[src/rtl/sad_job_dispatcher.sv]
// Purpose : hands raster-ordered SAD search windows to worker lanes and keeps the running minimum SAD.
// Latency : job offer is combinational on readiness; minimum updates on the edge ending the result cycle.
// Backpr. : jobs wait for a free, ready lane; results are never back-pressured.
//
// Ports:
//   i_clk, i_rst             clock, asynchronous active-high reset
//   i_start                  begin a search (accepted only when idle or done)
//   i_max_row, i_max_col     last window row/column, latched on accepted start
//   o_job_valid/i_job_ready  one-hot job offer / per-lane ready
//   o_job_row, o_job_col     shared coordinate bus of the offered window
//   i_res_valid/_sad/_row/_col  per-lane results, lane i at slice i
//   o_min_sad/_row/_col      running minimum and its coordinates
//   o_busy, o_done           search in progress / search finished
module sad_job_dispatcher #(
    parameter int NUM_LANES = 8,
    parameter int COORD_W   = 8,
    parameter int SAD_W     = 32
) (
    input  logic                           i_clk,
    input  logic                           i_rst,
    input  logic                           i_start,
    input  logic [COORD_W-1:0]             i_max_row,
    input  logic [COORD_W-1:0]             i_max_col,
    output logic [NUM_LANES-1:0]           o_job_valid,
    input  logic [NUM_LANES-1:0]           i_job_ready,
    output logic [COORD_W-1:0]             o_job_row,
    output logic [COORD_W-1:0]             o_job_col,
    input  logic [NUM_LANES-1:0]           i_res_valid,
    input  logic [NUM_LANES*SAD_W-1:0]     i_res_sad,
    input  logic [NUM_LANES*COORD_W-1:0]   i_res_row,
    input  logic [NUM_LANES*COORD_W-1:0]   i_res_col,
    output logic [SAD_W-1:0]               o_min_sad,
    output logic [COORD_W-1:0]             o_min_row,
    output logic [COORD_W-1:0]             o_min_col,
    output logic                           o_busy,
    output logic                           o_done
);

    typedef enum logic [1:0] {
        S_IDLE  = 2'd0,
        S_ISSUE = 2'd1,
        S_DRAIN = 2'd2,
        S_DONE  = 2'd3
    } state_t;

    state_t                 r_state;
    logic [COORD_W-1:0]     r_row;
    logic [COORD_W-1:0]     r_col;
    logic [COORD_W-1:0]     r_max_row;
    logic [COORD_W-1:0]     r_max_col;
    logic [NUM_LANES-1:0]   r_pend;
    logic [SAD_W-1:0]       r_min_sad;
    logic [COORD_W-1:0]     r_min_row;
    logic [COORD_W-1:0]     r_min_col;
    logic                   r_busy;
    logic                   r_done;

    logic [NUM_LANES-1:0]   w_elig;
    logic [NUM_LANES-1:0]   w_grant;
    logic [NUM_LANES-1:0]   w_acc;
    logic                   w_hs;
    logic                   w_last;
    logic [SAD_W-1:0]       w_best_sad;
    logic [COORD_W-1:0]     w_best_row;
    logic [COORD_W-1:0]     w_best_col;

    // Lowest set bit of the eligible mask: x & (-x).
    assign w_elig      = i_job_ready & ~r_pend;
    assign w_grant     = w_elig & (~w_elig + {{(NUM_LANES-1){1'b0}}, 1'b1});
    assign o_job_valid = (r_state == S_ISSUE) ? w_grant : '0;
    // Any offered bit is already qualified by its ready, so offer == handshake.
    assign w_hs        = |o_job_valid;
    assign w_last      = (r_row == r_max_row) && (r_col == r_max_col);
    // Results from lanes without an outstanding job are dropped here.
    assign w_acc       = i_res_valid & r_pend;

    assign o_job_row = r_row;
    assign o_job_col = r_col;
    assign o_min_sad = r_min_sad;
    assign o_min_row = r_min_row;
    assign o_min_col = r_min_col;
    assign o_busy    = r_busy;
    assign o_done    = r_done;

    // Ascending scan with strict less-than: the stored minimum survives ties,
    // and among equal new results the lowest lane wins.
    always_comb begin
        w_best_sad = r_min_sad;
        w_best_row = r_min_row;
        w_best_col = r_min_col;
        for (int i = 0; i < NUM_LANES; i++) begin
            if (w_acc[i] && (i_res_sad[i*SAD_W +: SAD_W] < w_best_sad)) begin
                w_best_sad = i_res_sad[i*SAD_W +: SAD_W];
                w_best_row = i_res_row[i*COORD_W +: COORD_W];
                w_best_col = i_res_col[i*COORD_W +: COORD_W];
            end
        end
    end

    always_ff @(posedge i_clk or posedge i_rst) begin
        if (i_rst) begin
            r_state   <= S_IDLE;
            r_row     <= '0;
            r_col     <= '0;
            r_max_row <= '0;
            r_max_col <= '0;
            r_pend    <= '0;
            r_min_sad <= '1;
            r_min_row <= '0;
            r_min_col <= '0;
            r_busy    <= 1'b0;
            r_done    <= 1'b0;
        end else begin
            r_pend    <= (r_pend & ~w_acc) | o_job_valid;
            r_min_sad <= w_best_sad;
            r_min_row <= w_best_row;
            r_min_col <= w_best_col;
            case (r_state)
                S_IDLE, S_DONE: begin
                    if (i_start) begin
                        r_state   <= S_ISSUE;
                        r_max_row <= i_max_row;
                        r_max_col <= i_max_col;
                        r_row     <= '0;
                        r_col     <= '0;
                        r_pend    <= '0;
                        r_min_sad <= '1;
                        r_min_row <= '0;
                        r_min_col <= '0;
                        r_busy    <= 1'b1;
                        r_done    <= 1'b0;
                    end
                end
                S_ISSUE: begin
                    if (w_hs) begin
                        // Counters stay parked on the final window once it is issued.
                        if (w_last) begin
                            r_state <= S_DRAIN;
                        end else if (r_col == r_max_col) begin
                            r_col <= '0;
                            r_row <= r_row + 1'b1;
                        end else begin
                            r_col <= r_col + 1'b1;
                        end
                    end
                end
                S_DRAIN: begin
                    if (r_pend == '0) begin
                        r_state <= S_DONE;
                        r_busy  <= 1'b0;
                        r_done  <= 1'b1;
                    end
                end
                default: r_state <= S_IDLE;
            endcase
        end
    end

endmodule

[config.mk]
export PLATFORM = sky130hd
export DESIGN_NAME = sad_job_dispatcher
export DESIGN_NICKNAME = d
export VERILOG_FILES = /design/src/rtl/sad_job_dispatcher.sv
export SDC_FILE = /design/constraint.sdc
export NUM_CORES = 1
export LEC_CHECK = 0
export CAP_MARGIN = 20
export CORE_ASPECT_RATIO = 0.6
export CORE_MARGIN = 2
export CORE_UTILIZATION = 48
export CTS_CLUSTER_DIAMETER = 60
export DETAILED_ROUTE_END_ITERATION = 6
export PLACE_DENSITY = 0.84
export SYNTH_ARGS = -nofsm -noshare
export SYNTH_HDL_FRONTEND = slang
export SYNTH_SLANG_ARGS = --single-unit
export TNS_END_PERCENT = 20
[constraint.sdc]
create_clock -name i_clk -period 26.1 [get_ports i_clk]
set_clock_uncertainty 0.2 [all_clocks]
set_input_delay 5.22 -clock i_clk [delete_from_list [all_inputs] [get_ports i_clk]]
set_output_delay 5.22 -clock i_clk [all_outputs]
set_load 0.03 [all_outputs]
==> impl_results.md, run 1 <==
* Outcome: completed
* Area of the core at 29800 um2
* Die ar. at 31600 um2
* HP Start: r_max_col[5]$_DFFE_PP0P_
* Post-DP HPWL at 55.9 mm
* Post-synthesis async set-or-reset flop share at 100%
* Crit path DAT at 25270 ps
* Initial core utilization at 48.5%
* Top_reg_cell synth: dfrtp_1
* DRC at 0
* Setup ws final at 871 ps
* GRT overflow at 0
* Sw Share at 49.3%
* Max stage delay cell, worst path: clkdlybuf4s50_1
* Critical R2R Capture: o_min_sad[16]$_DFF_PP1_
* Crit path launch type: input pin
* Detailed Route Iter0 Violations at 1968
* CTS Root Cell: clkbuf_16
* Peak Freq at 0.0396 GHz
* Setup slack, reg-to-reg at 5570 ps
* Comb pwr share at 77.2%
* Max H-tree Level at 3
* Int Pwr at 0.000889 W
* CTS Sinks at 92
* Met2 wire length at 28.4 mm
* Row cnt at 49
* Area occupied by multi-input gates at 11400 um2
* Worst slack at placement at -466 ps
* Clock transition at path regs at 60 ps
* Maximum VDD drop at 0.0678 mV
* Gate Count Post-Synth at 1869
* Number of global-route vias before repair at 16600
* Max-Cap Viols at 0
* Die W at 228 um
* Final GP Congestion at 1.04
* I/O Buffers at 492
* Crit path capture type: flip-flop
* First-pass GRT wire length at 97.7 mm
* Worst Hold End: r_max_col[5]$_DFFE_PP0P_
* Final ANT Viol Nets at 0
* Clock Tree Buf Depth at 2
* Top routing layer in use: met5
* WHS Path Cells at 2
* CTS tree: built
* Clock power frac at 8.2%
* CP most frequent cell: a21o_1
* # setup viols final at 0
* Post-synth EDFFs at 0
* Worst-margin pin slew at 832 ps
* Most common cell after layout, fill and taps aside: clkdlybuf4s50_1
* I/O pin total at 493
* Syn avg cell area at 7.73 um2
* Worst slew margin at 44.5%
* Hold_ws at 299 ps
* Sequential power share at 14.7%
* Register area share after synthesis at 16.2%
* Delay-heaviest family, CP: compound AO/OA/AOI/OAI gates
* P_leak at 10.6 nW
* CP max FO at 26
* Sequential cell area at 2340 um2
* Synthesized flop and latch total at 92
* Path depth of the worst reg2reg path at 109
* Syn Std Cell Area at 14500 um2
* Syn nets at 2530
* Final Max Tran Viols at 0
* Met3 wire len at 6.68 mm
* Routed length per instance at 23.0 um
* Via-to-Cell Ratio at 5.99
* CP bufs+invs at 18
* Total Power at 0.00175 W
* Synth cell types at 79
* Die Y at 138 um
* Hold Fails Final Rpt at 0
* CP Class: in2reg
* Drt pass-1 iters at 5
* Final Cycle Share at 96.7%
* Via Count at 17200
* Cell Pwr Density at 81.3 nW/um2
* Wl on met1 at 28.8 mm
* Post-layout net count at 3105
* YS warnings at 0
* Share of cells above drive strength 1 at 14.9%
* Clk_lat worst skew at 360 ps
* Initial antenna violation count at 13
* Most frequent cells in the layout: clkdlybuf4s50_1 (490), ha_1 (241), inv_1 (195)
* TritonCTS buffer count at 9
* Fin crit period at 25230 ps
* Area grow syn2layout at 49.3%
* CP required at 26140 ps
* CP Launch Point: i_res_sad[24]
* Hold Crit Class: reg2reg
* Total Wirelength at 66.1 mm
* Critical path's largest stage delay at 580 ps
* Sw Pwr at 0.000864 W
* GRT Resource Usage Total at 40.1%
* Worst R2R Start: o_min_sad[27]$_DFF_PP1_
* Largest net degree at the start of global routing at 66
* Fillers at 2302
sequential cells by signal, summed over array words and instances, names as in the netlist:
| register | cells |
|---|---|
| r_max_col | 8 |
| o_min_sad | 32 |
| o_min_row | 8 |
| o_min_col | 8 |
| o_done | 1 |
| r_pend | 8 |
| o_job_row | 8 |
| o_busy | 1 |
| r_state | 2 |
| o_job_col | 8 |
| r_max_row | 8 |
kinds of logic (layout without fill, tap and decap cells):
logic type,Yosys count,count (layout),share of synthesized area [%]
AOI/OAI and AO/OA,527,527,23.0
and+or+nand+nor,523,523,17.4
buffers and inverters,277,857,7.44
adders and majority gates,247,247,21.3
muxes,175,175,12.9
DFF,92,92,16.2
xor gates and xnor gates,28,28,1.75
other,0,10,0
synth_stat cells, types with 5 or more instances:
| cell | n | area [um2] |
|---|---|---|
| nor2_1 | 154 | 578 |
| nand4_1 | 56 | 350 |
| nand2_1 | 154 | 578 |
| dfstp_2 | 32 | 841 |
| o2111ai_1 | 5 | 43.8 |
| buf_1 | 10 | 37.5 |
| buf_2 | 22 | 110 |
| mux2_2 | 89 | 1000 |
| o21ai_0 | 94 | 470 |
| ha_1 | 242 | 3030 |
| a21o_1 | 54 | 405 |
| a221oi_1 | 5 | 43.8 |
| inv_1 | 196 | 736 |
| o211ai_1 | 11 | 82.6 |
| and4_1 | 11 | 96.3 |
| a21oi_1 | 186 | 931 |
| nand2b_1 | 24 | 150 |
| and2_1 | 13 | 81.3 |
| xor2_1 | 7 | 61.3 |
| nand3_1 | 23 | 115 |
| clkbuf_1 | 47 | 176 |
| nor4_1 | 7 | 43.8 |
| a31oi_1 | 38 | 238 |
| nor3_1 | 14 | 70.1 |
| nor2b_1 | 41 | 257 |
| mux2i_1 | 84 | 841 |
| xnor2_1 | 20 | 175 |
| o21a_1 | 11 | 82.6 |
| dfrtp_1 | 60 | 1500 |
| and3_1 | 10 | 62.6 |
| maj3_1 | 5 | 50.1 |
| o21ai_1 | 7 | 35.0 |
| a211oi_1 | 69 | 518 |
power by group through the flow:
stage | combinational [W] | sequential, W | clock, W
after global placement | 0.00123 | 0.000252 | 0
after global routing | 0.00147 | 0.000258 | 0.000150
after floorplan | 0.000728 | 0.000279 | 0
final | 0.00135 | 0.000257 | 0.000143
after CTS | 0.00128 | 0.000251 | 0.000143
after detailed placement | 0.00127 | 0.000254 | 0
layout make-up:
| type | count | share of cell area, % |
|---|---|---|
| repair buffers | 645 | 28.8 |
| clock buffers | 11 | 1.08 |
| clock inverters | 5 | 0.394 |
| inverters | 196 | 3.41 |
| flip-flops and latches | 92 | 10.9 |
| diodes | 10 | 0.116 |
| well taps | 408 | 2.37 |
| multi-input cells | 1500 | 53.0 |
layer usage:
layer,track usage [%],up-vias
met2,61.9,1008
met1,55.7,8086
met3,9.55,146
met5,0,-
met4,11.4,6
li1,-,7923
worst max path at each step:
stage,end,slack [ps],depth (start not counted)
global placement,o_min_sad[18]$_DFF_PP1_,4,113
CTS,o_min_sad[7]$_DFF_PP1_,20,114
global route,o_min_sad[5]$_DFF_PP1_,-180,115
detailed placement,o_min_row[6]$_DFF_PP0_,-470,113
finish,o_min_sad[16]$_DFF_PP1_,870,109
floorplan,o_min_sad[1]$_DFF_PP1_,440,120
metrics by stage:
stage          instances  TNS (ps)  utilization, %  area [um2]
6_report            2867         0            72.4       21600
5_1_grt             2867     -6920            72.4       21600
4_1_cts             2838         0            70.5       21000
3_5_place_dp        2819    -19610            69.3       20600
3_3_place_gp        2819         0            69.3       20600
2_1_floorplan       1869         0               -       14500
tightest hold or removal path: stages, from the launching register on:
cell and delay [ps]:
dfrtp_1 360, nand2_1 60, nand2_1 60
repair_timing:
action,CTS,global route
buffers inserted,3,18
setup endpoints to repair,48,48
pin swaps,1,22
gates resized for setup,2,91
hold buffers,0,0
cloned,0,2
Note: power is estimated with default switching activity, not from simulation.
==> run 2: changes to the inputs <==
--- a/config.mk
+++ b/config.mk
@@ -10,6 +10,7 @@
 export CORE_MARGIN = 2
 export CORE_UTILIZATION = 48
 export CTS_CLUSTER_DIAMETER = 60
+export CTS_CLUSTER_SIZE = 16
 export DETAILED_ROUTE_END_ITERATION = 6
 export PLACE_DENSITY = 0.84
 export SYNTH_ARGS = -nofsm -noshare
==> results of run 2 <==
The final DEF is identical to that of run 1; final timing and power are the same.
==> run 3: changes to the inputs <==
--- a/config.mk
+++ b/config.mk
@@ -6,13 +6,12 @@
 export NUM_CORES = 1
 export LEC_CHECK = 0
 export CAP_MARGIN = 20
-export CORE_ASPECT_RATIO = 0.6
-export CORE_MARGIN = 2
-export CORE_UTILIZATION = 48
+export CORE_AREA = 2 2 194 196
 export CTS_CLUSTER_DIAMETER = 60
 export CTS_CLUSTER_SIZE = 16
 export DETAILED_ROUTE_END_ITERATION = 6
-export PLACE_DENSITY = 0.84
+export DIE_AREA = 0 0 196 198
+export DONT_BUFFER_PORTS = 1
 export SYNTH_ARGS = -nofsm -noshare
 export SYNTH_HDL_FRONTEND = slang
 export SYNTH_SLANG_ARGS = --single-unit
==> run 3 against run 2 <==
Against the previous run:
- clock power barely moved
- critical endpoint is now o_min_row[0]$_DFF_PP0_
- highest routed layer unchanged
- sequential power increased by 23%
- sequential share of layout area up 4.0 points
- register-to-register slack got worse by 420 ps
==> impl_results.md, run 3 (same netlist as run 1, synthesis figures left out) <==
* CTS Root Cell: clkbuf_16
* Routed length per instance at 26.3 um
* Hold Crit Class: reg2reg
* Post-layout net count at 2513
* Area occupied by multi-input gates at 11300 um2
* Max reg flops at 32
* CP required at 26150 ps
* Area grow syn2layout at 9.46%
* Clock transition at path regs at 80 ps
* Clock Tree Buf Depth at 2
* Final ANT Viol Nets at 0
* Fillers at 3786
* Via Count at 14400
* Maximum VDD drop at 0.107 mV
* Max H-tree Level at 3
* Crit path DAT at 25050 ps
* # setup viols final at 0
* I/O pin total at 493
* Max-Cap Viols at 0
* Cell Pwr Density at 95.5 nW/um2
* Worst-margin pin slew at 1100 ps
* Die W at 196 um
* CTS tree: built
* Share of cells above drive strength 1 at 13.6%
* Peak Freq at 0.0400 GHz
* P_leak at 8.16 nW
* Area of the core at 37000 um2
* First-pass GRT wire length at 86.0 mm
* Total Wirelength at 61.3 mm
* Most common cell after layout, fill and taps aside: ha_1
* Most frequent cells in the layout: ha_1 (242), inv_1 (194), a21oi_1 (182)
* CTS Sinks at 92
* Initial antenna violation count at 4
* I/O Buffers at 0
* CP Class: in2reg
* Row cnt at 71
* CP max FO at 27
* Setup ws final at 1110 ps
* DRC at 0
* Hold Fails Final Rpt at 0
* Final Cycle Share at 95.8%
* Sequential cell area at 2340 um2
* CP most frequent cell: o21ai_0
* Hold_buf cts at 0
* GRT Resource Usage Total at 29.9%
* Detailed Route Iter0 Violations at 1056
* TritonCTS buffer count at 9
* Clk_lat worst skew at 360 ps
* Final Max Tran Viols at 0
* Final GP Congestion at 0.993
* GRT overflow at 0
* Worst slew margin at 26.2%
* Worst slack at placement at -42.9 ps
* Max stage delay cell, worst path: a2111oi_4
* Largest net degree at the start of global routing at 59
* Crit path capture type: flip-flop
* Post-DP HPWL at 52.8 mm
* Number of global-route vias before repair at 13500
* Hold_ws at 303 ps
* Critical path's largest stage delay at 450 ps
* Die ar. at 38800 um2
* Crit path launch type: input pin
* Drt pass-1 iters at 5
* Fin crit period at 24990 ps
* Via-to-Cell Ratio at 6.15
* Outcome: completed
* Initial core utilization at 39.1%
* Die Y at 198 um
run 3: cell count changes in the layout (fill, tap and decap cells not counted), sizes merged:
cell           before  now
clkdlybuf4s50     490    0
inv               196  199
dlymetal6s2s        2    0
diode              10    2
mux2i              85   86
nand2             154  155
buf               152   50
clkbuf             12   10
bufinv              2    1
run 3: what timing repair did:
action	CTS	global route
endpoints found under the hold margin	0	0
setup endpoints to repair	0	48
buffers inserted	0	8
gates resized for setup	0	57
run 3: metal layers:
layer | share of wire, % | track usage, % | vias up
met1 | 40 | 36.6 | 6766
met3 | 11 | 11.5 | 122
met5 | 0.19 | 2.04 | -
met4 | 3.7 | 10.6 | 4
met2 | 45 | 47.7 | 737
li1 | - | - | 6721
run 3: final cells by class:
| cell class | count | area share, % |
|---|---|---|
| diodes | 2 | 0.0316 |
| clock buffers | 9 | 1.42 |
| clock inverters | 7 | 0.577 |
| inverters | 196 | 4.66 |
| multi-input cells | 1502 | 71.7 |
| flip-flops and latches | 92 | 14.8 |
| well taps | 474 | 3.75 |
| repair buffers | 51 | 3.05 |
run 3: critical path: cells and delay by family:
| family | cells | cell delay, ps |
|---|---|---|
| buf+inv | 12 | 1760 |
| mux | 6 | 1660 |
| fa+ha+maj | 8 | 2250 |
| simple gates | 36 | 4360 |
| compound gates | 50 | 9730 |
run 3: per-stage QoR:
stage / util [%] / setup TNS (ps) / cells / cell area [um2] / power [W]
2_1_floorplan: - / 0 / 1869 / 14500 / 0.00101
3_3_place_gp: 40.9 / 0 / 2304 / 15100 / 0.00130
3_5_place_dp: 40.9 / -155 / 2304 / 15100 / 0.00132
4_1_cts: 41.7 / 0 / 2320 / 15400 / 0.00147
5_1_grt: 42.8 / -4540 / 2333 / 15800 / 0.00165
6_report: 42.8 / 0 / 2333 / 15800 / 0.00151
run 3: report_power, final:
part	switching [W]	total [W]	internal [W]	leakage, nW
Clock	0.0000640	0.000141	0.0000768	0.152
Combinational	0.000622	0.00105	0.000431	6.88
Sequential	0.000118	0.000317	0.000199	1.12
Total	0.000804	0.00151	0.000707	8.16
run 3: worst paths after layout:
kind	cells after the start	endpoint	from	slack (ps)
hold reg to reg	2	r_max_row[6]$_DFFE_PP0P_	r_max_row[6]$_DFFE_PP0P_	300
setup reg to reg	113	o_min_row[0]$_DFF_PP0_	o_min_sad[30]$_DFF_PP1_	5150
min in group asynchronous	1	o_min_row[3]$_DFF_PP0_	i_rst	4610
max in group asynchronous	2	r_max_row[6]$_DFFE_PP0P_	i_rst	19890
setup / recovery	112	o_min_row[0]$_DFF_PP0_	i_res_sad[30]	1110
hold / removal	2	r_max_row[6]$_DFFE_PP0P_	r_max_row[6]$_DFFE_PP0P_	300
